<file path="config.mk">
export PLATFORM = sky130hd
export DESIGN_NAME = tile_loader
export DESIGN_NICKNAME = d
export VERILOG_FILES = /design/src/rtl/tile_pkg.sv /design/src/rtl/rd_track_pipe.sv /design/src/rtl/tile_loader.sv
export SDC_FILE = /design/constraint.sdc
export NUM_CORES = 1
export LEC_CHECK = 0
export CORE_MARGIN = 2
export CORE_UTILIZATION = 50
export CTS_CLUSTER_SIZE = 8
export DETAILED_ROUTE_END_ITERATION = 10
export GPL_ROUTABILITY_DRIVEN = 0
export PLACE_DENSITY = 0.76
export SLEW_MARGIN = 10
export SYNTH_ARGS = -nofsm -noshare
export SYNTH_HDL_FRONTEND = slang
export SYNTH_HIERARCHICAL = 1
export SYNTH_SLANG_ARGS = --single-unit
</file>
<file path="constraint.sdc">
create_clock -name clk -period 9.9 [get_ports clk]
set_clock_uncertainty 0.1 [all_clocks]
set_input_delay 1.98 -clock clk [delete_from_list [all_inputs] [get_ports clk]]
set_output_delay 1.98 -clock clk [all_outputs]
set_load 0.01 [all_outputs]
</file>
<file path="src/rtl/tile_pkg.sv">
// tile_pkg: definitions shared by the tile loader and its sub-blocks.
//   - state_t       : loader FSM states
//   - DEF_*         : default element/address widths and tile edge length
package tile_pkg;

  localparam int DEF_ADDR_WIDTH = 16;
  localparam int DEF_DATA_WIDTH = 16;
  localparam int DEF_TILE_SIZE  = 16;

  typedef enum logic [1:0] {
    IDLE   = 2'd0,
    ISSUE  = 2'd1,
    DRAIN  = 2'd2,
    FINISH = 2'd3
  } state_t;

endpackage

</file>
<file path="src/rtl/rd_track_pipe.sv">
// rd_track_pipe: fixed-depth shift register that follows each issued DRAM
// read so the matching SRAM write leaves exactly DEPTH cycles later.
//   clk, rst_n        : clock, asynchronous active-low reset (valid bits only)
//   in_vld/pad/addr   : element entering the pipe this cycle
//   out_vld/pad/addr  : element whose DRAM data is on the bus this cycle
//   tail_only         : no valid element except possibly the last stage,
//                       i.e. the pipe is empty from the next cycle on
module rd_track_pipe #(
  parameter int DEPTH      = 2,
  parameter int ADDR_WIDTH = 16
) (
  input  logic                  clk,
  input  logic                  rst_n,
  input  logic                  in_vld,
  input  logic                  in_pad,
  input  logic [ADDR_WIDTH-1:0] in_addr,
  output logic                  out_vld,
  output logic                  out_pad,
  output logic [ADDR_WIDTH-1:0] out_addr,
  output logic                  tail_only
);

  // All stages except the output stage.
  localparam logic [DEPTH-1:0] HEAD_MASK = {DEPTH{1'b1}} >> 1;

  logic [DEPTH-1:0]      vld_p;
  logic                  pad_p  [DEPTH];
  logic [ADDR_WIDTH-1:0] addr_p [DEPTH];

  // Stage boundary: valid bits are control and are cleared by reset.
  always_ff @(posedge clk or negedge rst_n) begin
    if (!rst_n) begin
      vld_p <= '0;
    end else begin
      vld_p[0] <= in_vld;
      for (int i = 1; i < DEPTH; i++) vld_p[i] <= vld_p[i-1];
    end
  end

  // Stage boundary: payload travels alongside its valid bit, no reset.
  always_ff @(posedge clk) begin
    pad_p[0]  <= in_pad;
    addr_p[0] <= in_addr;
    for (int i = 1; i < DEPTH; i++) begin
      pad_p[i]  <= pad_p[i-1];
      addr_p[i] <= addr_p[i-1];
    end
  end

  assign out_vld   = vld_p[DEPTH-1];
  assign out_pad   = pad_p[DEPTH-1];
  assign out_addr  = addr_p[DEPTH-1];
  assign tail_only = (vld_p & HEAD_MASK) == '0;

endmodule

</file>
<file path="src/rtl/tile_loader.sv">
// tile_loader: copies a TILE_SIZE x TILE_SIZE tile out of a row-major
// N x N matrix in DRAM into a dense tile in SRAM, zero-padding elements
// that fall outside the matrix. One element is issued per cycle, so the
// load time is fixed regardless of how much of the tile is padding.
//   start, src_addr, dest_addr, matrix_size, tile_row, tile_col : request
//   busy, done                        : status (done is a one-cycle pulse)
//   dram_rd_en, dram_addr, dram_rdata : fixed-latency DRAM read port
//   sram_we, sram_addr, sram_data     : SRAM write port
module tile_loader
  import tile_pkg::*;
#(
  parameter int ADDR_WIDTH   = DEF_ADDR_WIDTH,
  parameter int DATA_WIDTH   = DEF_DATA_WIDTH,
  parameter int TILE_SIZE    = DEF_TILE_SIZE,
  parameter int DRAM_LATENCY = 2
) (
  input  logic                  clk,
  input  logic                  rst_n,
  input  logic                  start,
  input  logic [ADDR_WIDTH-1:0] src_addr,
  input  logic [ADDR_WIDTH-1:0] dest_addr,
  input  logic [ADDR_WIDTH-1:0] matrix_size,
  input  logic [ADDR_WIDTH-1:0] tile_row,
  input  logic [ADDR_WIDTH-1:0] tile_col,
  output logic                  busy,
  output logic                  done,
  output logic                  dram_rd_en,
  output logic [ADDR_WIDTH-1:0] dram_addr,
  input  logic [DATA_WIDTH-1:0] dram_rdata,
  output logic                  sram_we,
  output logic [ADDR_WIDTH-1:0] sram_addr,
  output logic [DATA_WIDTH-1:0] sram_data
);

  localparam int CNT_W = $clog2(TILE_SIZE * TILE_SIZE + 1);
  localparam int AW1   = ADDR_WIDTH + 1;

  state_t                state, state_nxt;
  logic [CNT_W-1:0]      r_cnt, c_cnt;
  logic [ADDR_WIDTH-1:0] src_q, dest_q, n_q, row_q, col_q;
  logic                  accept, issue, last_elem, in_bounds;
  logic [AW1-1:0]        row_abs, col_abs;
  logic [ADDR_WIDTH-1:0] rd_addr, wr_addr;
  logic                  pipe_vld, pipe_pad, pipe_tail_only;
  logic [ADDR_WIDTH-1:0] pipe_addr;

  assign accept    = (state == IDLE) && start;
  assign issue     = (state == ISSUE);
  assign last_elem = (r_cnt == CNT_W'(TILE_SIZE - 1)) &&
                     (c_cnt == CNT_W'(TILE_SIZE - 1));

  // Bounds are checked one bit wider so tile_row + r cannot wrap into range.
  assign row_abs   = {1'b0, row_q} + AW1'(r_cnt);
  assign col_abs   = {1'b0, col_q} + AW1'(c_cnt);
  assign in_bounds = (row_abs < {1'b0, n_q}) && (col_abs < {1'b0, n_q});

  // Address math is deliberately modulo 2^ADDR_WIDTH.
  assign rd_addr = src_q + row_abs[ADDR_WIDTH-1:0] * n_q + col_abs[ADDR_WIDTH-1:0];
  assign wr_addr = dest_q + ADDR_WIDTH'(r_cnt) * ADDR_WIDTH'(TILE_SIZE)
                 + ADDR_WIDTH'(c_cnt);

  // State register
  always_ff @(posedge clk or negedge rst_n) begin
    if (!rst_n) state <= IDLE;
    else        state <= state_nxt;
  end

  // Next-state logic; start is only looked at in IDLE, so requests during
  // a load or in FINISH are dropped rather than queued.
  always_comb begin
    state_nxt = state;
    case (state)
      IDLE:    if (start) state_nxt = ISSUE;
      ISSUE:   if (last_elem) state_nxt = DRAIN;
      // Leave once only the final write remains, so done follows it directly.
      DRAIN:   if (pipe_tail_only) state_nxt = FINISH;
      FINISH:  state_nxt = IDLE;
      default: state_nxt = IDLE;
    endcase
  end

  // Output logic
  always_comb begin
    busy       = (state != IDLE);
    done       = (state == FINISH);
    dram_rd_en = issue && in_bounds;
    dram_addr  = dram_rd_en ? rd_addr : '0;
  end

  // Row-major element counters.
  always_ff @(posedge clk or negedge rst_n) begin
    if (!rst_n) begin
      r_cnt <= '0;
      c_cnt <= '0;
    end else if (accept) begin
      r_cnt <= '0;
      c_cnt <= '0;
    end else if (issue) begin
      if (c_cnt == CNT_W'(TILE_SIZE - 1)) begin
        c_cnt <= '0;
        r_cnt <= r_cnt + CNT_W'(1);
      end else begin
        c_cnt <= c_cnt + CNT_W'(1);
      end
    end
  end

  // Request snapshot, held for the whole load so input changes are ignored.
  always_ff @(posedge clk) begin
    if (accept) begin
      src_q  <= src_addr;
      dest_q <= dest_addr;
      n_q    <= matrix_size;
      row_q  <= tile_row;
      col_q  <= tile_col;
    end
  end

  rd_track_pipe #(
    .DEPTH      (DRAM_LATENCY),
    .ADDR_WIDTH (ADDR_WIDTH)
  ) u_track (
    .clk       (clk),
    .rst_n     (rst_n),
    .in_vld    (issue),
    .in_pad    (~in_bounds),
    .in_addr   (wr_addr),
    .out_vld   (pipe_vld),
    .out_pad   (pipe_pad),
    .out_addr  (pipe_addr),
    .tail_only (pipe_tail_only)
  );

  // Write side: address/data forced to 0 whenever no write is happening.
  assign sram_we   = pipe_vld;
  assign sram_addr = pipe_vld ? pipe_addr : '0;
  assign sram_data = (pipe_vld && !pipe_pad) ? dram_rdata : '0;

endmodule

</file>
==> out/qor.txt, run 1 <==
Tmin final: 9872 ps
GR Overflow Total: 0
CP max stage cell: fa_1
DRC viols: 0
CP Capture Type: output pin
Number of buffers created by CTS: 17
Setup CP Type: register to output pin
Post-layout nets: 1699
GRT Resource Usage Total: 22.84%
Least-Margin Pin Slew: 1065 ps
Post-synthesis compound-gate area fraction: 6.552%
Placed cells: 1643
Critical path launch point type: register
Clock root buffer: clkbuf_16
Mux share of post-synthesis cell area: 0.09465%
WL/cell: 16.52 um
First-pass GRT wire length: 43.89 mm
PortBufs: 150
Fraction of layout cells with a size suffix above 1: 11.15%
Max-Cap Viols: 0
Initial DRC count: 493
Top_reg_cell synth: edfxtp_1
Cell Area, Synth: 11900 sq um
Htree depth: 4
Post-Synth XOR/XNOR Area: 7.277%
Layout overhead on the synthesized area: 25.18%
Routed vias: 8535
Most frequent cells in the layout: 214 x inv_1, 149 x clkdlybuf4s50_1, 129 x ha_1
Relative slew slack: 28.78%
Fin cells: 1683
Post-synthesis net count: 1505
Leak: 0.006961 uW
Ports: 151
#FFs+latches synth: 136
Final ANT Viol Nets: 0
Largest family of logic cells by synthesized area: adder cells
Ys async rst share: 16.18%
Max Freq: 101.3 MHz
Clock edge transition at the registers on the reported setup and hold paths: 70 ps
Max Slew Vio Count: 0
Layout fillers: 1888
Tcrit/Tclk final: 99.72%
Syn Inst Count: 1156
CTS tree: built
Worst Hold Class: register to register
Yosys cell types: 58
Sequential area share after synthesis: 30.54%
Number of global-route vias before repair: 8766
Peak VDD IR: 0.00006904 V
Setup Viol. Count Final: 0
RSZ-0062 raised after global routing: yes
Via-to-Cell Ratio: 5.071
First-pass iteration count of the detailed router: 5
Initial Utilization: 50.84%
Post-synthesis adder-cell area fraction: 33.69%
Crit path DAT: 7790 ps
Synth warn: 6
Die ar.: 25040 sq um
Synthesized area per cell: 10.29 sq um
EDFF count, synth: 80
Final WL: 27.80 mm
Delay-heaviest family, CP: adder cells
CP dominant cell by count: fa_1
CP Max Fanout: 8
CP Buf/Inv Count: 10
Worst Path Required: 7820 ps
Worst hold margin: 222.1 ps
Pin count of the biggest net entering global routing: 66
Die Height: 158.3 um
Post-synthesis simple-gate area fraction: 13.09%
Clock Path Buffers: 2
Final Hold Fails: 0
Commonest non-fill, non-tap cell in the layout: inv_1
Std-Cell Rows: 56
Antenna violations before repair: 1
CP peak stage delay: 570 ps
Core area: 23400 sq um
Clock sinks: 136
Run status: completed
Pwr dens: 85.45 nW/um^2
Detailed Place HPWL: 21.46 mm
Area taken by multi-input logic gates: 7445 sq um
Worst-Skew Late Latency: 430 ps
Sequential Area: 3633 sq um
DIE WIDTH: 158.3 um
## state kept, by name, summed over array words and instances, names as in the netlist
name	cells
u_track/addr_p	32
col_q	16
dest_q	16
n_q	16
row_q	16
src_q	16
c_cnt	9
r_cnt	9
state	2
u_track/pad_p	2
u_track/vld_p	2
## cell type report
class | count | area share, %
clock buffers | 20 | 3.142
multi-input cells | 759 | 49.99
diodes | 1 | 0.01680
well taps | 319 | 2.680
repair buffers | 213 | 13.46
flip-flops and latches | 136 | 24.40
clock inverters | 12 | 0.6973
inverters | 223 | 5.620
## repair_timing
action	CTS	global route
pin swaps	4	38
endpoints found under the hold margin	0	0
hold buffers	0	0
endpoints found under the setup margin	1	3
setup buffers	0	7
gates resized for setup	12	46
## metal layers
layer  GRT usage (%)  share of wire (%)  wire length, um  vias to the layer above
met5               0                  0                0                        -
met4           8.022                2.6              718                        0
met3           4.464                5.4             1511                       53
met2           38.36                 49            13650                      242
met1           29.66                 43            11920                     4183
li1                -                  -                -                     4057
## cells by family after synthesis
logic type / Yosys count
simple gates: 299
buf+inv: 261
fa+ha+maj: 251
flops: 136
compound gates: 121
xor+xnor: 87
mux: 1
## per-stage QoR
stage | area, sq um | utilization [%] | TNS, ps | setup WS, ps | power (uW)
final | 14890 | 63.64 | 0 | 27.58 | 1273
after floorplan | 11900 | - | 0 | 409.7 | 612.9
after global placement | 14030 | 59.95 | -95.88 | -95.88 | 655.9
after CTS | 14640 | 62.57 | 0 | 6.548 | 1279
after detailed placement | 14030 | 59.95 | -261.8 | -261.8 | 656.3
after global routing | 14890 | 63.64 | -329.9 | -245.0 | 1305
## cells in the mapped netlist (all sizes together) (3+ instances only)
| cell | instances | area (sq um) |
|---|---|---|
| clkbuf | 20 | 75.07 |
| nor3b | 3 | 27.52 |
| nor2 | 52 | 197.7 |
| xnor2 | 59 | 531.8 |
| inv | 223 | 837.1 |
| o21bai | 14 | 105.1 |
| or3 | 6 | 37.54 |
| ha | 134 | 1677 |
| dfrtp | 22 | 550.5 |
| nor2b | 10 | 62.56 |
| xor2 | 23 | 220.2 |
| nand2b | 9 | 56.30 |
| buf | 18 | 128.9 |
| nand4 | 8 | 50.05 |
| and3 | 16 | 100.1 |
| a21oi | 42 | 217.7 |
| xnor3 | 5 | 113.9 |
| fa | 116 | 2322 |
| dfxtp | 34 | 680.7 |
| edfxtp | 80 | 2402 |
| nor3 | 6 | 30.03 |
| nand3 | 14 | 70.07 |
| a21o | 17 | 128.9 |
| and2 | 97 | 606.8 |
| o21ai | 23 | 115.1 |
| o211ai | 3 | 22.52 |
| o21a | 4 | 30.03 |
| nand2 | 73 | 279.0 |
| a2111oi | 4 | 35.03 |
## worst reg2reg max path: cells and delay by family, from the launching register on
kind | cells | cell delay, ps
compound gates | 11 | 2340
xor+xnor | 1 | 340
fa+ha+maj | 3 | 700
buf+inv | 3 | 280
flops | 1 | 390
simple gates | 7 | 540
## path summary, 6_finish.rpt
| path | start | end | slack (ps) | cells past startpoint |
|---|---|---|---|---|
| setup / recovery | row_q[1] | dram_addr[15] | 30 | 29 |
| hold / removal | u_track/addr_p[0][4] | u_track/addr_p[0][20] | 220 | 0 |
| setup reg to reg | c_cnt[0] | u_track/pad_p[0][0] | 5100 | 25 |
| hold reg to reg | u_track/addr_p[0][4] | u_track/addr_p[0][20] | 220 | 0 |
| max in group asynchronous | rst_n | c_cnt[4] | 7020 | 1 |
| min in group asynchronous | rst_n | r_cnt[8] | 2020 | 1 |
## report_power, final
part	total [uW]	internal (uW)	switching [uW]
sequential	599	599	0
clock	629	350	279
combinational	45.0	36.0	9.00
No activity file was read; power rests on OpenSTA's default activity.
==> inputs of run 2 (changes only) <==
--- a/config.mk
+++ b/config.mk
@@ -10,7 +10,7 @@
 export CTS_CLUSTER_SIZE = 8
 export DETAILED_ROUTE_END_ITERATION = 10
 export GPL_ROUTABILITY_DRIVEN = 0
-export PLACE_DENSITY = 0.76
+export PLACE_DENSITY = 0.73
 export SLEW_MARGIN = 10
 export SYNTH_ARGS = -nofsm -noshare
 export SYNTH_HDL_FRONTEND = slang
==> constraint.sdc (replaced) <==
create_clock -name clk -period 10.14 [get_ports clk]
set_clock_uncertainty 0.1 [all_clocks]
set_input_delay 2.028 -clock clk [delete_from_list [all_inputs] [get_ports clk]]
set_output_delay 2.028 -clock clk [all_outputs]
set_load 0.01 [all_outputs]
==> run 2 against run 1 <==
Net effect:
- sequential power down 3%
- via count down 2.7%
- routed wire length down 4.1%
- count of clock-buffer cells in the layout down 3
- final area down 2.1%
- flip-flop and latch count unchanged
- register-to-register slack better by 110 ps
- hold slack better by 4.1 ps
- largest cell class unchanged
- largest power group unchanged
==> out/qor.txt, run 2 (same netlist as run 1, synthesis figures left out) <==
WL/cell: 16.12 um (-2.4%)
Pre-CTS setup slack: -58.91 ps (+202.9 ps)
Commonest non-fill, non-tap cell in the layout: inv_1
Clock Path Buffers: 2 (unchanged)
Post-layout nets: 1670 (-1.7%)
Via-to-Cell Ratio: 5.024 (-0.93%)
Final WL: 26.65 mm (-4.1%)
Critical path launch point type: register
CP peak stage delay: 550 ps (-20 ps)
CP Buf/Inv Count: 8 (-2)
Final Hold Fails: 0 (unchanged)
Setup CP Type: register to output pin
Least-Margin Pin Slew: 1132 ps (+67.35 ps)
Reg2reg setup slack: 5210 ps (+110 ps)
Pin count of the biggest net entering global routing: 65 (-1.5%)
First-pass iteration count of the detailed router: 5 (unchanged)
Tmin final: 9846 ps
Antenna violations before repair: 0 (-1)
CP Capture Type: output pin
Worst setup margin: 293.6 ps (+266.0 ps)
CP Max Fanout: 5 (-3)
Max-Cap Viols: 0 (unchanged)
Peak VDD IR: 0.00009337 V (+35%)
CTS tree: built
CP dominant cell by count: fa_1
Number of buffers created by CTS: 17 (unchanged)
First-pass GRT wire length: 42.93 mm (-2.2%)
Initial DRC count: 458 (-7.1%)
Util after Layout: 62.30% (-1.3 points)
Tcrit/Tclk final: 97.10%
Max reg flops: 32 (unchanged)
Layout overhead on the synthesized area: 22.55%
Area taken by multi-input logic gates: 7351 sq um (-1.3%)
Clock sinks: 136 (unchanged)
CP max stage cell: fa_1
Most flops, register: u_track/addr_p
Number of global-route vias before repair: 8647 (-1.4%)
Detailed Place HPWL: 21.01 mm (-2.1%)
Sequential Area: 3633 sq um (unchanged)
Antenna Cells: 0 (-1)
Initial Utilization: 50.84% (unchanged)
Relative slew slack: 24.27% (-4.5 points)
Clock edge transition at the registers on the reported setup and hold paths: 70 ps (about the same)
Die ar.: 25040 sq um (unchanged)
Ports: 151 (unchanged)
Hold-fix buffers at CTS: 0 (unchanged)
GR Overflow Total: 0 (unchanged)
DRC viols: 0 (unchanged)
DIE WIDTH: 158.3 um (unchanged)
Die Height: 158.3 um (unchanged)
GRT Resource Usage Total: 22.45% (-0.39 points)
Max Slew Vio Count: 0 (unchanged)
Worst Path Required: 8010 ps (+190 ps)
Delay-heaviest family, CP: adder cells
Routed vias: 8305 (-2.7%)
Most frequent cells in the layout: 223 x inv_1, 149 x clkdlybuf4s50_1, 132 x ha_1
Fraction of layout cells with a size suffix above 1: 7.421% (-3.7 points)
Htree depth: 4 (unchanged)
Leak: 0.006789 uW (-2.5%)
Core area: 23400 sq um (unchanged)
PortBufs: 150 (unchanged)
Final ANT Viol Nets: 0 (unchanged)
Worst Hold Class: register to register
Pwr dens: 86.44 nW/um^2 (+1.2%)
Run status: completed
Max Freq: 101.6 MHz
Layout fillers: 1923 (+1.9%)
Setup Viol. Count Final: 0 (unchanged)
Clock root buffer: clkbuf_16
Worst-Skew Late Latency: 430 ps (about the same)
Crit path DAT: 7720 ps (-70 ps)
Std-Cell Rows: 56 (unchanged)
==> run 2: timing repair <==
action,4_1_cts,5_1_grt
pin swaps,3,17
setup buffers,1,1
resized for setup,9,17
setup endpoints to repair,1,2
==> run 2: worst register-to-register path, delay by kind of cell (launching register included) <==
family                     cells  cell delay (ps)
DFF                            1              450
AOI/OAI and AO/OA             11             2390
buffers and inverters          2              180
xor gates and xnor gates       1              350
adders and majority gates      2              690
and+or+nand+nor                7              660
==> run 2: through the flow <==
step | instance area [sq um] | total power [uW] | std cells | setup TNS [ps] | hold WS [ps]
finish | 14580 | 1260 | 1653 | 0 | 226.2
global route | 14580 | 1294 | 1653 | -2.270 | 225.8
CTS | 14480 | 1274 | 1652 | 0 | 226.4
detailed placement | 13840 | 640.8 | 1619 | -58.91 | 212.1
global placement | 13840 | 640.5 | 1619 | 0 | 210.7
floorplan | 11900 | 598.4 | 1156 | 0 | 209.6
==> run 2: final cells by class <==
type	instances	share of cell area, %
multi-input combinational	759	50.42
sequential	136	24.92
timing repair buffer	184	12.07
inverter	223	5.741
clock buffer	17	2.918
tap	319	2.738
clock inverter	15	1.201
==> run 2: layer usage <==
metal  part of all wire [%]  track usage, %
met5                      0               0
met4                    2.1           7.593
met1                     44           29.34
met2                     49           38.34
met3                    4.7           3.457
==> run 2: power breakdown <==
group | internal [uW] | total [uW] | switching [uW]
clock network | 333 | 632 | 299
registers | 584 | 584 | 0
logic | 35.2 | 43.9 | 8.75
total | 953 | 1260 | 308
==> run 2: final timing paths <==
kind                                    endpoint                 start  cells after the start
min                        u_track/addr_p[0][18]  u_track/addr_p[0][2]                      0
max in group asynchronous               c_cnt[5]                 rst_n                      1
max reg2reg                  u_track/pad_p[0][0]              c_cnt[2]                     23
min reg2reg                u_track/addr_p[0][18]  u_track/addr_p[0][2]                      0
min in group asynchronous               state[1]                 rst_n                      1
max                                dram_addr[15]              row_q[4]                     29
==> inputs of run 3 (changes only) <==
--- a/config.mk
+++ b/config.mk
@@ -5,12 +5,15 @@
 export SDC_FILE = /design/constraint.sdc
 export NUM_CORES = 1
 export LEC_CHECK = 0
+export CELL_PAD_IN_SITES_DETAIL_PLACEMENT = 1
+export CELL_PAD_IN_SITES_GLOBAL_PLACEMENT = 1
 export CORE_MARGIN = 2
-export CORE_UTILIZATION = 50
+export CORE_UTILIZATION = 45
 export CTS_CLUSTER_SIZE = 8
 export DETAILED_ROUTE_END_ITERATION = 10
 export GPL_ROUTABILITY_DRIVEN = 0
-export PLACE_DENSITY = 0.73
+export HOLD_SLACK_MARGIN = 0.1
+export PLACE_DENSITY_LB_ADDON = 0.1
 export SLEW_MARGIN = 10
 export SYNTH_ARGS = -nofsm -noshare
 export SYNTH_HDL_FRONTEND = slang
==> run 3 against run 2 <==
Net effect:
- flip-flop and latch count stayed put
- hold slack better by 1.8 ps
- combinational power is 3% higher
- die area is 11% higher
- clock power is 6.2% higher
- total power is 3.2% higher
- critical path depth stayed put
- cell count is 2.5% higher
==> out/qor.txt, run 3 (same netlist as run 1, synthesis figures left out) <==
Final ANT Viol Nets: 0 (unchanged)
Fraction of layout cells with a size suffix above 1: 10.96% (+3.5 points)
Worst setup margin: 12.11 ps (-281.5 ps)
Clock Path Buffers: 2 (unchanged)
Fin area: 14990 sq um (+2.8%)
Tcrit/Tclk final: 99.88% (+2.8 points)
Post-DP Area: 13970 sq um (+0.96%)
Via-to-Cell Ratio: 5.062 (+0.75%)
Initial Utilization: 45.79% (-5.1 points)
CP Buf/Inv Count: 6 (-2)
Antenna violations before repair: 0 (unchanged)
Std-Cell Rows: 59 (+5.4%)
Least-Margin Pin Slew: 866.1 ps (-266.3 ps)
Peak VDD IR: 0.00009486 V (+1.6%)
Die Height: 166.6 um (+5.3%)
Htree depth: 4 (unchanged)
Util after Layout: 57.68% (-4.6 points)
Number of global-route vias before repair: 9627 (+11%)
Ports: 151 (unchanged)
Worst Hold Class: register to register
Routed vias: 8575 (+3.3%)
Core area: 25980 sq um (+11%)
Clock edge transition at the registers on the reported setup and hold paths: 80 ps (about the same)
Tmin final: 10130 ps (+281.5 ps)
FF-to-FF Start: col_q[0]
RSZ-0062 raised after global routing: yes
Max reg flops: 32 (unchanged)
Clock root buffer: clkbuf_16
Crit path DAT: 8000 ps (+280 ps)
Worst-Skew Late Latency: 450 ps (+20 ps)
Worst Path Required: 8010 ps (about the same)
GR Overflow Total: 0 (unchanged)
DRC viols: 0 (unchanged)
CP Max Fanout: 3 (-2)
DIE WIDTH: 166.6 um (+5.3%)
Critical path launch point type: register
Die ar.: 27760 sq um (+11%)
Layout fillers: 2820 (+47%)
Layout overhead on the synthesized area: 25.99%
Antenna Cells: 0 (unchanged)
Commonest non-fill, non-tap cell in the layout: inv_1
Post-layout nets: 1695 (+1.5%)
Worst setup startpoint: row_q[1]
CP peak stage delay: 580 ps (+30 ps)
Most frequent cells in the layout: 219 x inv_1, 148 x clkdlybuf4s50_1, 127 x ha_1
First-pass GRT wire length: 51.40 mm (+20%)
Number of buffers created by CTS: 17 (unchanged)
Relative slew slack: 42.26% (+18 points)
Setup CP Type: register to output pin
GRT Resource Usage Total: 23.88% (+1.4 points)
Pin count of the biggest net entering global routing: 72 (+11%)
CP max stage cell: fa_1
PortBufs: 150 (unchanged)
Final WL: 31.83 mm (+19%)
Final Hold Fails: 0 (unchanged)
Delay-heaviest family, CP: adder cells
CTS tree: built
CP Capture Type: output pin
Pre-CTS setup slack: -507.5 ps (-448.6 ps)
Leak: 0.006996 uW (+3.0%)
WL/cell: 18.79 um (+17%)
Max-Cap Viols: 0 (unchanged)
First-pass iteration count of the detailed router: 4 (-1)
Max Freq: 98.74 MHz (-2.8%)
Run status: completed
Hold path startpoint: u_track/addr_p[0][12]
Detailed Place HPWL: 24.23 mm (+15%)
Max Slew Vio Count: 0 (unchanged)
Pwr dens: 86.74 nW/um^2 (+0.34%)
Setup Viol. Count Final: 0 (unchanged)
Clock sinks: 136 (unchanged)
Initial DRC count: 399 (-13%)
Most flops, register: u_track/addr_p
==> run 3: power breakdown <==
group	internal, uW	total (uW)	switching, uW
registers	584	584	0
logic	35.5	45.1	9.58
clock network	338	671	333
total	958	1300	343
==> run 3: worst register-to-register path, delay by kind of cell (launching register included) <==
kind,cells,cell delay (ps)
buffers and inverters,3,240
xor gates and xnor gates,1,300
DFF,1,390
and+or+nand+nor,7,580
adders and majority gates,3,700
AOI/OAI and AO/OA,11,2310
==> run 3: area by class of cell <==
type / instances / area [sq um] / share of cell area, %
clock buffer: 17 / 425.4 / 2.838
clock inverter: 15 / 198.9 / 1.327
inverter: 223 / 837.1 / 5.584
multi-input combinational: 759 / 7525 / 50.20
sequential: 136 / 3635 / 24.25
tap: 335 / 419.2 / 2.796
timing repair buffer: 209 / 1949 / 13.00
==> run 3: repair_timing <==
item                                   CTS  global route
setup buffers                            5             8
gates resized for setup                 27            31
endpoints found under the hold margin    0             0
cloned                                   0             0
pin swaps                               19            27
setup endpoints to repair                3             3
hold buffers                             0             0
==> run 3: stage by stage <==
step                instances  power [uW]  hold slack [ps]  TNS [ps]
finish                   1694        1300            228.0         0
floorplan                1156       598.4            209.6         0
global placement         1650       641.2            211.0    -44.42
CTS                      1687        1318            230.0         0
global route             1694        1339            229.1    -316.7
detailed placement       1650       642.0            213.5    -507.5
==> run 3: final timing paths <==
path | to | cells past startpoint | slack, ps
hold reg to reg | u_track/addr_p[0][28] | 0 | 230
min in group asynchronous | state[0] | 2 | 1850
hold / removal | u_track/addr_p[0][28] | 0 | 230
max in group asynchronous | c_cnt[0] | 2 | 7790
setup / recovery | dram_addr[15] | 29 | 10
setup reg to reg | u_track/pad_p[0][0] | 25 | 5410
==> run 3: routing by layer <==
| metal | up-vias | wire (um) | track usage, % |
|---|---|---|---|
| met5 | - | 0 | 0 |
| met4 | 0 | 770 | 7.159 |
| met3 | 45 | 1246 | 4.254 |
| met2 | 201 | 16050 | 42.20 |
| met1 | 4279 | 13770 | 29.90 |
| li1 | 4050 | - | - |
==> edit (flow settings as in run 3) <==
Register the outputs `sram_we`, `sram_addr` and `sram_data`; this adds one clock of latency there. The other outputs are not delayed to match.
--- a/src/rtl/tile_loader.sv
+++ b/src/rtl/tile_loader.sv
@@ -132,9 +132,11 @@
   );
 
   // Write side: address/data forced to 0 whenever no write is happening.
-  assign sram_we   = pipe_vld;
-  assign sram_addr = pipe_vld ? pipe_addr : '0;
-  assign sram_data = (pipe_vld && !pipe_pad) ? dram_rdata : '0;
+  always_ff @(posedge clk) begin
+    sram_we   <= pipe_vld;
+    sram_addr <= pipe_vld ? pipe_addr : '0;
+    sram_data <= (pipe_vld && !pipe_pad) ? dram_rdata : '0;
+  end
 
 endmodule
 
Behaviour: not the same (a bounded check fails within 4 cycles, from zero or initial values and one cycle with rst_n low).
==> edit against run 3 <==
  * Sequential cell count is 33 higher
  * Die area is 7.8% higher
  * Sequential power grew 23%
  * Synthesized cell count up 6.9%
  * Count of clock-buffer cells in the layout up 7
  * Total power increased by 9.6%
  * Worst setup slack improved by 0.21 ns
  * Design area is 3.5% higher
  * Clock power shrank 0.9%
  * Synthesized area rose by 8.0%
  * Via count up 4.6%
  * Sequential share of layout area rose by 3.4 points
  * Fmax up 2.1%
  * Wire length up 0.72%
  * Largest power group is now sequential cells
==> edit: results (changes against run 3) <==
| Metric | Value |
|---|---|
| Leakage | `0.007091 uW (was 0.006996 uW)` |
| Wire per inst | `18.02 um (was 18.79 um)` |
| Status | `complete, no violations (unchanged)` |
| Largest cells by area after synthesis | `edfxtp_1, fa_1, ha_1 (unchanged)` |
| Gr usage total | `0.2255 (was 0.2388)` |
| First-pass GRT wire length | `52,480 um (was 51,400 um)` |
| Reg2Reg Depth | `19 (was 25)` |
| Post-Syn Nets | `1,585 (was 1,505)` |
| CP Data Arrival Time | `7.79 ns (was 8.00 ns)` |
| Avg Vias per Cell | `5.044 (was 5.062)` |
| Largest net degree at the start of global routing | `64 (was 72)` |
| Fraction of layout cells with a size suffix above 1 | `0.07209 (was 0.1096)` |
| Post-Place Cells | `1,743 (was 1,650)` |
| Worst-margin pin slew | `0.8246 ns (was 0.8661 ns)` |
| Syn_area_per_cell | `10.40 um2 (was 10.29 um2)` |
| Share of the synthesized area in the top cell type | `0.1869 (was 0.2019)` |
| Number of global-route vias before repair | `9,881 (was 9,627)` |
| Seq/Total Area, Yosys | `0.3341 (was 0.3054)` |
| Pwr Density | `91.85 nW/um2 (was 86.74 nW/um2)` |
| DRT Wirelength | `32,060 um (was 31,830 um)` |
| HPWL Detailed | `25,140 um (was 24,230 um)` |
| Clk root buf | `clkbuf_16 (unchanged)` |
| Placed inst area | `14,760 um2 (was 13,970 um2)` |
| Worst VDD drop | `110.8 uV (was 94.86 uV)` |
| Post-synth ARST share | `0.1302 (was 0.1618)` |
| Crit-path max FO | `6 (was 3)` |
-- edit: changes by cell type after synthesis, moves of 4 or more --
cell and delta:
a21o_1 +6, and3_1 -7, dfxtp_1 +33, nand2_1 +18
nor2_1 +10, nor4_1 +6, o21ai_0 -7, o21ai_1 +4
o21bai_1 -5, xnor2_1 -8, xor2_1 +10
-- edit: cells by family after synthesis --
kind of cell	share of synthesized area
buf+inv	0.08139
fa+ha+maj	0.3112
mux	0.003310
xor+xnor	0.06562
compound gates	0.06903
simple gates	0.1353
flops	0.3341
-- edit: power breakdown --
part           leakage, uW  total [uW]  internal [uW]  switching [uW]
Combinational      0.00525        45.1           35.5            9.62
Sequential         0.00155         716            715           0.281
Clock             0.000291         665            376             288
-- edit: timing repair --
item                                    CTS  global route
gates resized for setup                  21            12
hold buffers                              0             0
buffers inserted                          2             2
pin swaps                                16            13
endpoints found under the setup margin    1             3
-- edit: stage by stage --
step | power, uW | TNS [ns] | worst slack, ns
global placement | 774.7 | 0 | 0.1980
detailed placement | 775.6 | -0.2318 | -0.2318
global route | 1469 | -0.05430 | -0.05430
CTS | 1444 | 0 | 0.06458
floorplan | 732.4 | 0 | 0.7305
finish | 1425 | 0 | 0.2237
-- edit: metal layers --
metal	global-route usage	wire [um]	vias up	part of all wire
li1	-	-	4230	-
met3	0.03914	1344	42	0.042
met2	0.3870	15840	190	0.49
met4	0.07203	754	0	0.024
met5	0	0	-	0
met1	0.2901	14120	4511	0.44
-- edit: final timing paths --
| check | end | slack (ns) | from |
|---|---|---|---|
| max | dram_addr[15] | 0.22 | r_cnt[7] |
| min reg2reg | u_track/addr_p[0][23] | 0.22 | u_track/addr_p[0][7] |
| min in group asynchronous | u_track/vld_p[1] | 1.86 | rst_n |
| min | u_track/addr_p[0][23] | 0.22 | u_track/addr_p[0][7] |
| max in group asynchronous | c_cnt[0] | 7.81 | rst_n |
| max reg2reg | u_track/pad_p[0][0] | 5.34 | c_cnt[0] |
-- edit: critical path: stages (launching register included) --
cell and delay [ns]:
dfrtp_1 0.43, ha_1 0.51, and4_2 0.38, a31oi_4 0.14, nand2b_2 0.25, xnor2_4 0.29, nand2_1 0.15, fa_1 0.64
fa_1 0.47, fa_1 0.54, inv_1 0.05, fa_1 0.47, inv_1 0.06, fa_1 0.50, fa_2 0.40, xnor2_2 0.14
xnor2_1 0.18, xnor2_1 0.16, xnor2_1 0.18, xnor2_1 0.17, xnor3_2 0.29, xor3_1 0.24, xor3_2 0.33, xnor2_2 0.15
nor2_1 0.08, buf_2 0.15
-- edit: final cells by class --
class | instances | share of cell area
Clock buffer | 24 | 0.03249
Multi-Input combinational cell | 805 | 0.4935
Timing Repair Buffer | 173 | 0.1080
Clock inverter | 8 | 0.004999
Tap cell | 378 | 0.03048
Inverter | 222 | 0.05378
Sequential cell | 169 | 0.2767
